[config.mk]
export PLATFORM = sky130hd
export DESIGN_NAME = alu_req_arbiter
export DESIGN_NICKNAME = d
export VERILOG_FILES = /design/src/rtl/alu_req_arbiter.sv
export SDC_FILE = /design/constraint.sdc
export NUM_CORES = 1
export LEC_CHECK = 0
export ABC_AREA = 1
export CAP_MARGIN = 30
export CORE_MARGIN = 4
export CORE_UTILIZATION = 36
export CTS_BUF_LIST = sky130_fd_sc_hd__clkbuf_4
export CTS_CLUSTER_SIZE = 10
export DETAILED_ROUTE_END_ITERATION = 10
export GPL_TIMING_DRIVEN = 0
export PLACE_DENSITY = 0.78
export SYNTH_ARGS = -nofsm -noshare
export SYNTH_HDL_FRONTEND = slang
export SYNTH_SLANG_ARGS = --single-unit
export TNS_END_PERCENT = 5
[constraint.sdc]
create_clock -name i_clk -period 3.4 [get_ports i_clk]
set_clock_uncertainty 0.15 [all_clocks]
set_input_delay 0.51 -clock i_clk [delete_from_list [all_inputs] [get_ports i_clk]]
set_output_delay 0.51 -clock i_clk [all_outputs]
set_load 0.05 [all_outputs]
[src/rtl/alu_req_arbiter.sv]
// alu_req_arbiter: round-robin two-client sequencer for the shared arithmetic unit; define ALU_ARB_FIXED_PRIO_EN for fixed req0 priority.
// Latency: accept -> o_rsp_valid 3 cycles, one operation in flight, best-case issue interval 4 cycles.
// Backpressure: i_rsp_ready low parks the FSM in RESP with both request readies low; nothing is dropped.
module alu_req_arbiter #(
  parameter int BITS = 32
) (
  input  logic            i_clk,
  input  logic            i_reset,
  input  logic            i_req0_valid,
  output logic            o_req0_ready,
  input  logic [BITS-1:0] i_req0_arg_A,
  input  logic [BITS-1:0] i_req0_arg_B,
  input  logic [1:0]      i_req0_op,
  input  logic            i_req1_valid,
  output logic            o_req1_ready,
  input  logic [BITS-1:0] i_req1_arg_A,
  input  logic [BITS-1:0] i_req1_arg_B,
  input  logic [1:0]      i_req1_op,
  output logic [BITS-1:0] o_alu_arg_A,
  output logic [BITS-1:0] o_alu_arg_B,
  output logic [1:0]      o_alu_op,
  input  logic [BITS-1:0] i_alu_result,
  input  logic [3:0]      i_alu_status,
  input  logic [2:0]      i_alu_error,
  output logic            o_rsp_valid,
  input  logic            i_rsp_ready,
  output logic            o_rsp_id,
  output logic [BITS-1:0] o_rsp_result,
  output logic [3:0]      o_rsp_status,
  output logic [2:0]      o_rsp_error,
  output logic            o_busy
);

  localparam logic [1:0] IDLE = 2'd0;
  localparam logic [1:0] EXEC = 2'd1;
  localparam logic [1:0] WAIT = 2'd2;
  localparam logic [1:0] RESP = 2'd3;

  logic [1:0] state;
  logic       grant1;
  logic       accept;
  logic       id_q;

`ifdef ALU_ARB_FIXED_PRIO_EN
  assign grant1 = i_req1_valid & ~i_req0_valid;
`else
  // last_grant remembers the previous winner; a tie goes to the other client
  logic last_grant;

  assign grant1 = i_req1_valid & (~i_req0_valid | ~last_grant);

  always_ff @(posedge i_clk or posedge i_reset) begin
    if (i_reset) begin
      last_grant <= 1'b1;
    end else if (accept) begin
      last_grant <= grant1;
    end
  end
`endif

  assign o_req0_ready = (state == IDLE) & i_req0_valid & ~grant1;
  assign o_req1_ready = (state == IDLE) & grant1;
  assign accept       = o_req0_ready | o_req1_ready;
  assign o_rsp_valid  = (state == RESP);
  assign o_busy       = (state != IDLE);

  // WAIT is the one cycle where registered result/status and the operand-driven errors line up
  always_ff @(posedge i_clk or posedge i_reset) begin
    if (i_reset) begin
      state        <= IDLE;
      id_q         <= 1'b0;
      o_alu_arg_A  <= '0;
      o_alu_arg_B  <= '0;
      o_alu_op     <= 2'b00;
      o_rsp_id     <= 1'b0;
      o_rsp_result <= '0;
      o_rsp_status <= 4'b0000;
      o_rsp_error  <= 3'b000;
    end else begin
      case (state)
        IDLE: begin
          if (accept) begin
            state       <= EXEC;
            id_q        <= grant1;
            o_alu_arg_A <= grant1 ? i_req1_arg_A : i_req0_arg_A;
            o_alu_arg_B <= grant1 ? i_req1_arg_B : i_req0_arg_B;
            o_alu_op    <= grant1 ? i_req1_op : i_req0_op;
          end
        end
        EXEC: state <= WAIT;
        WAIT: begin
          state        <= RESP;
          o_rsp_id     <= id_q;
          o_rsp_result <= i_alu_result;
          o_rsp_status <= i_alu_status;
          o_rsp_error  <= i_alu_error;
        end
        RESP: begin
          if (i_rsp_ready) begin
            state <= IDLE;
          end
        end
        default: state <= IDLE;
      endcase
    end
  end

endmodule

==> qor.txt <==
result of the run = finished, final reports clean
routability congestion estimate from global placement = 0.836
ranking of synthesized cells by instance count = 462 x nand2_1, 109 x dfrtp_1, 70 x nand3_1
WHS Endpoint = id_q
net count reported at finish = 1,183
Warnings, synthesis = 0
RSZ-0062 raised after global routing = no
Vias = 5,494
delay-heaviest family, CP = buffers and inverters
via count of the first global-routing pass = 5,438
flops & latches, synth = 110
Via-to-Cell Ratio = 4.62
post-route minimum period = 3.14 ns
deepest level of the CTS H-tree = 3
post-synthesis area per instance = 7.37 sq um
cell type of the slowest stage on the worst timing path = clkdlybuf4s50_1
count of different cell masters after synthesis = 15
starting utilization of the core area = 37.2%
share of cells above drive strength 1 = 5.26%
minimum setup slack among reg-to-reg paths = 1.49 ns
proportion of register bits with asynchronous set or reset after synthesis = 100%
area taken by multi-input logic gates = 2170 sq um
number of port buffers = 284
worst setup margin = 0.264 ns
filler cell count in the final layout = 1,240
Critical Path Source Type = input port
M1 WL = 6.70 mm
sequential cell area fraction in the yosys report = 53.0%
Chip Height = 128 um
net switching power = 4320 uW
buffers inserted during post-CTS setup optimization = 0
global-route wire length before repair = 27.5 mm
Clock transition at path regs = 0.16 ns
fraction of power consumed by the clock network = 9.4%
maximum vdd ir drop = 386 uV
number of remaining DRC errors = 0
number of max-capacitance violations reported = 0
cell area after synthesis = 5200 sq um
initial antenna violation count = 1
EDFF count, synth = 0
switch share = 52.5%
DRT iter0 DRCs = 232
clock tree sinks = 110
Buf/Inv on CP = 3
number of buffers on the longest clock path = 2
Avg WL per Cell = 14.7 um
total global routing track utilization = 21.2%
worst slew pin tran = 0.861 ns
Min-Delay Startpoint = i_req1_valid
topmost layer with routed signal wires = met4
total detailed-routing wirelength = 17.4 mm
Primary FF master, synth = dfrtp_1
CORE AREA = 14,000 sq um
clock tree root buffer cell = clkbuf_4
number of gates resized after cts = 0
number of routed nets with antenna violations = 0
final-report setup violation count = 0
element type at the critical path end = primary output
leakage power total = 0.00432 uW
FF-to-FF End = o_alu_arg_B[15]
clock tree from TritonCTS = done
count leader, synth = nand2_1
WP data required = 2.74 ns
cell-by-cell trace of the critical path = clkdlybuf4s50_1 > nand2_2 > nand2_2 > clkbuf_1 > nor2_1 > clkdlybuf4s50_1
delay of the slowest critical-path stage = 0.81 ns
Power Density = 971 nW/um^2
class of the tightest hold or removal check = input port to flip-flop
Arr. time, crit path = 2.48 ns
DIE AREA = 16,400 sq um
post-synthesis cell type with the largest combined area = dfrtp_1
part of the cycle the worst path needs = 92.2%
wire length on met2 = 8.66 mm
worst-path maximum fanout = 10
worst-case setup slack after placement = 0.254 ns
share of the synthesized area in the top cell type = 52.5%
Post-Syn Nets = 886
startpoint of the lowest-slack register-to-register path = state[0]
DIE WIDTH = 128 um
gr ovfl total = 0
Gate power share = 63.4%
post-detailed-placement half-perimeter wirelength = 13.8 mm
pin count of the biggest net entering global routing = 41
number of cells on the worst hold path = 3
top cells by area, synth = dfrtp_1 52%, nand2_1 33%, nand3_1 6.7%, buf_2 1.9%, buf_6 1.3%
Max-slew headroom = 42.5%
first drt pass iteration count = 4
Met3 Routed Length = 1.78 mm
register area = 2750 sq um
I/O pin cnt = 286
clock latency on the worst-skew pair = 0.47 ns
CTS buffer count = 9
synthesis-to-layout area growth = 63.1%
Internal Power = 3920 uW
max-slew violations = 0
hold-fix buffer count after cts = 0
depth of the worst register-to-register path = 10
Total Neg Setup Slack = 0 ns
share of total power in sequential cells = 27.2%
number of rows created at floorplan = 43
post-synthesis cell count = 706
Hold Vio Cnt, Final = 0
top achievable clock speed = 0.319 GHz
critical path class = input port to primary output
==> metrics by stage <==
step / cell area (sq um) / utilization, % / hold WS [ns] / std cells / total power (uW)
after floorplan: 5200 / - / 0.292 / 706 / 5630
after global placement: 8270 / 59.1 / 0.302 / 1170 / 7460
after detailed placement: 8310 / 59.4 / 0.307 / 1172 / 7540
after CTS: 8480 / 60.6 / 0.216 / 1188 / 8330
after global routing: 8480 / 60.6 / 0.260 / 1189 / 8780
final: 8480 / 60.6 / 0.273 / 1189 / 8240
==> worst max-delay path by stage <==
stage | end | from | slack, ns | cells past startpoint
floorplan | o_req1_ready | state[0] | 1.11 | 4
global placement | o_req1_ready | i_req0_valid | 0.23 | 6
detailed placement | o_req1_ready | i_req0_valid | 0.25 | 6
CTS | o_req1_ready | last_grant | 0.20 | 5
global route | o_req1_ready | last_grant | 0.09 | 5
finish | o_req1_ready | i_req0_valid | 0.26 | 6
==> power by group through the flow <==
stage / Sequential, uW / Clock (uW) / Combinational, uW
after floorplan: 4280 / 0 / 1350
after global placement: 2250 / 0 / 5210
after detailed placement: 2270 / 0 / 5270
after CTS: 2240 / 805 / 5280
after global routing: 2320 / 863 / 5590
final: 2240 / 776 / 5220
==> flip-flops by register name (all words and copies together), names as in the netlist <==
register,count
o_alu_arg_A,32
state,2
id_q,1
last_grant,1
o_alu_op,2
o_rsp_result,32
o_alu_arg_B,32
o_rsp_error,3
o_rsp_id,1
o_rsp_status,4
==> logic make-up after synthesis <==
family        Yosys count  share of synthesized area (%)
fa+ha+maj               4                          0.963
buf+inv                54                           5.32
simple gates          538                           40.8
flops                 110                           53.0
==> layer usage <==
layer / track usage, % / vias to the layer above
met3: 7.04 / 22
met1: 24.7 / 2481
met4: 6.99 / 0
met2: 36.7 / 229
li1: - / 2762
met5: 0 / -
==> layout by cell type (no fill, tap or decap) <==
master,n
clkbuf_4,9
bufinv_16,2
diode_2,1
inv_2,2
buf_12,2
clkdlybuf4s50_1,284
clkbuf_1,15
inv_1,6
nand4_1,1
buf_2,20
nand3_1,70
dfrtp_1,109
clkinvlp_4,1
nand2_1,462
clkinv_2,1
buf_6,6
buf_4,1
ha_1,4
buf_1,3
inv_6,4
dfstp_2,1
nand2_2,4
nor2_1,1
==> worst register-to-register path, delay by kind of cell, from the launching register on <==
family                   cells  cell delay [ns]
flip-flops                   1             0.44
AND/OR/NAND/NOR              5             0.45
buffers and inverters        4             0.57
adder cells (fa/ha/maj)      1             0.24
==> layout make-up <==
class                           instances  share of cell area, %
Multi-Input combinational cell        542                   25.6
Antenna cell                            1                 0.0295
Sequential cell                       110                   32.5
Buffer                                 45                   2.86
Clock inverter                          7                   1.18
Clock buffer                            9                  0.797
Inverter                                9                  0.443
Timing Repair Buffer                  286                   34.0
Tap cell                              180                   2.66
No activity file was read; power rests on OpenSTA's default activity.
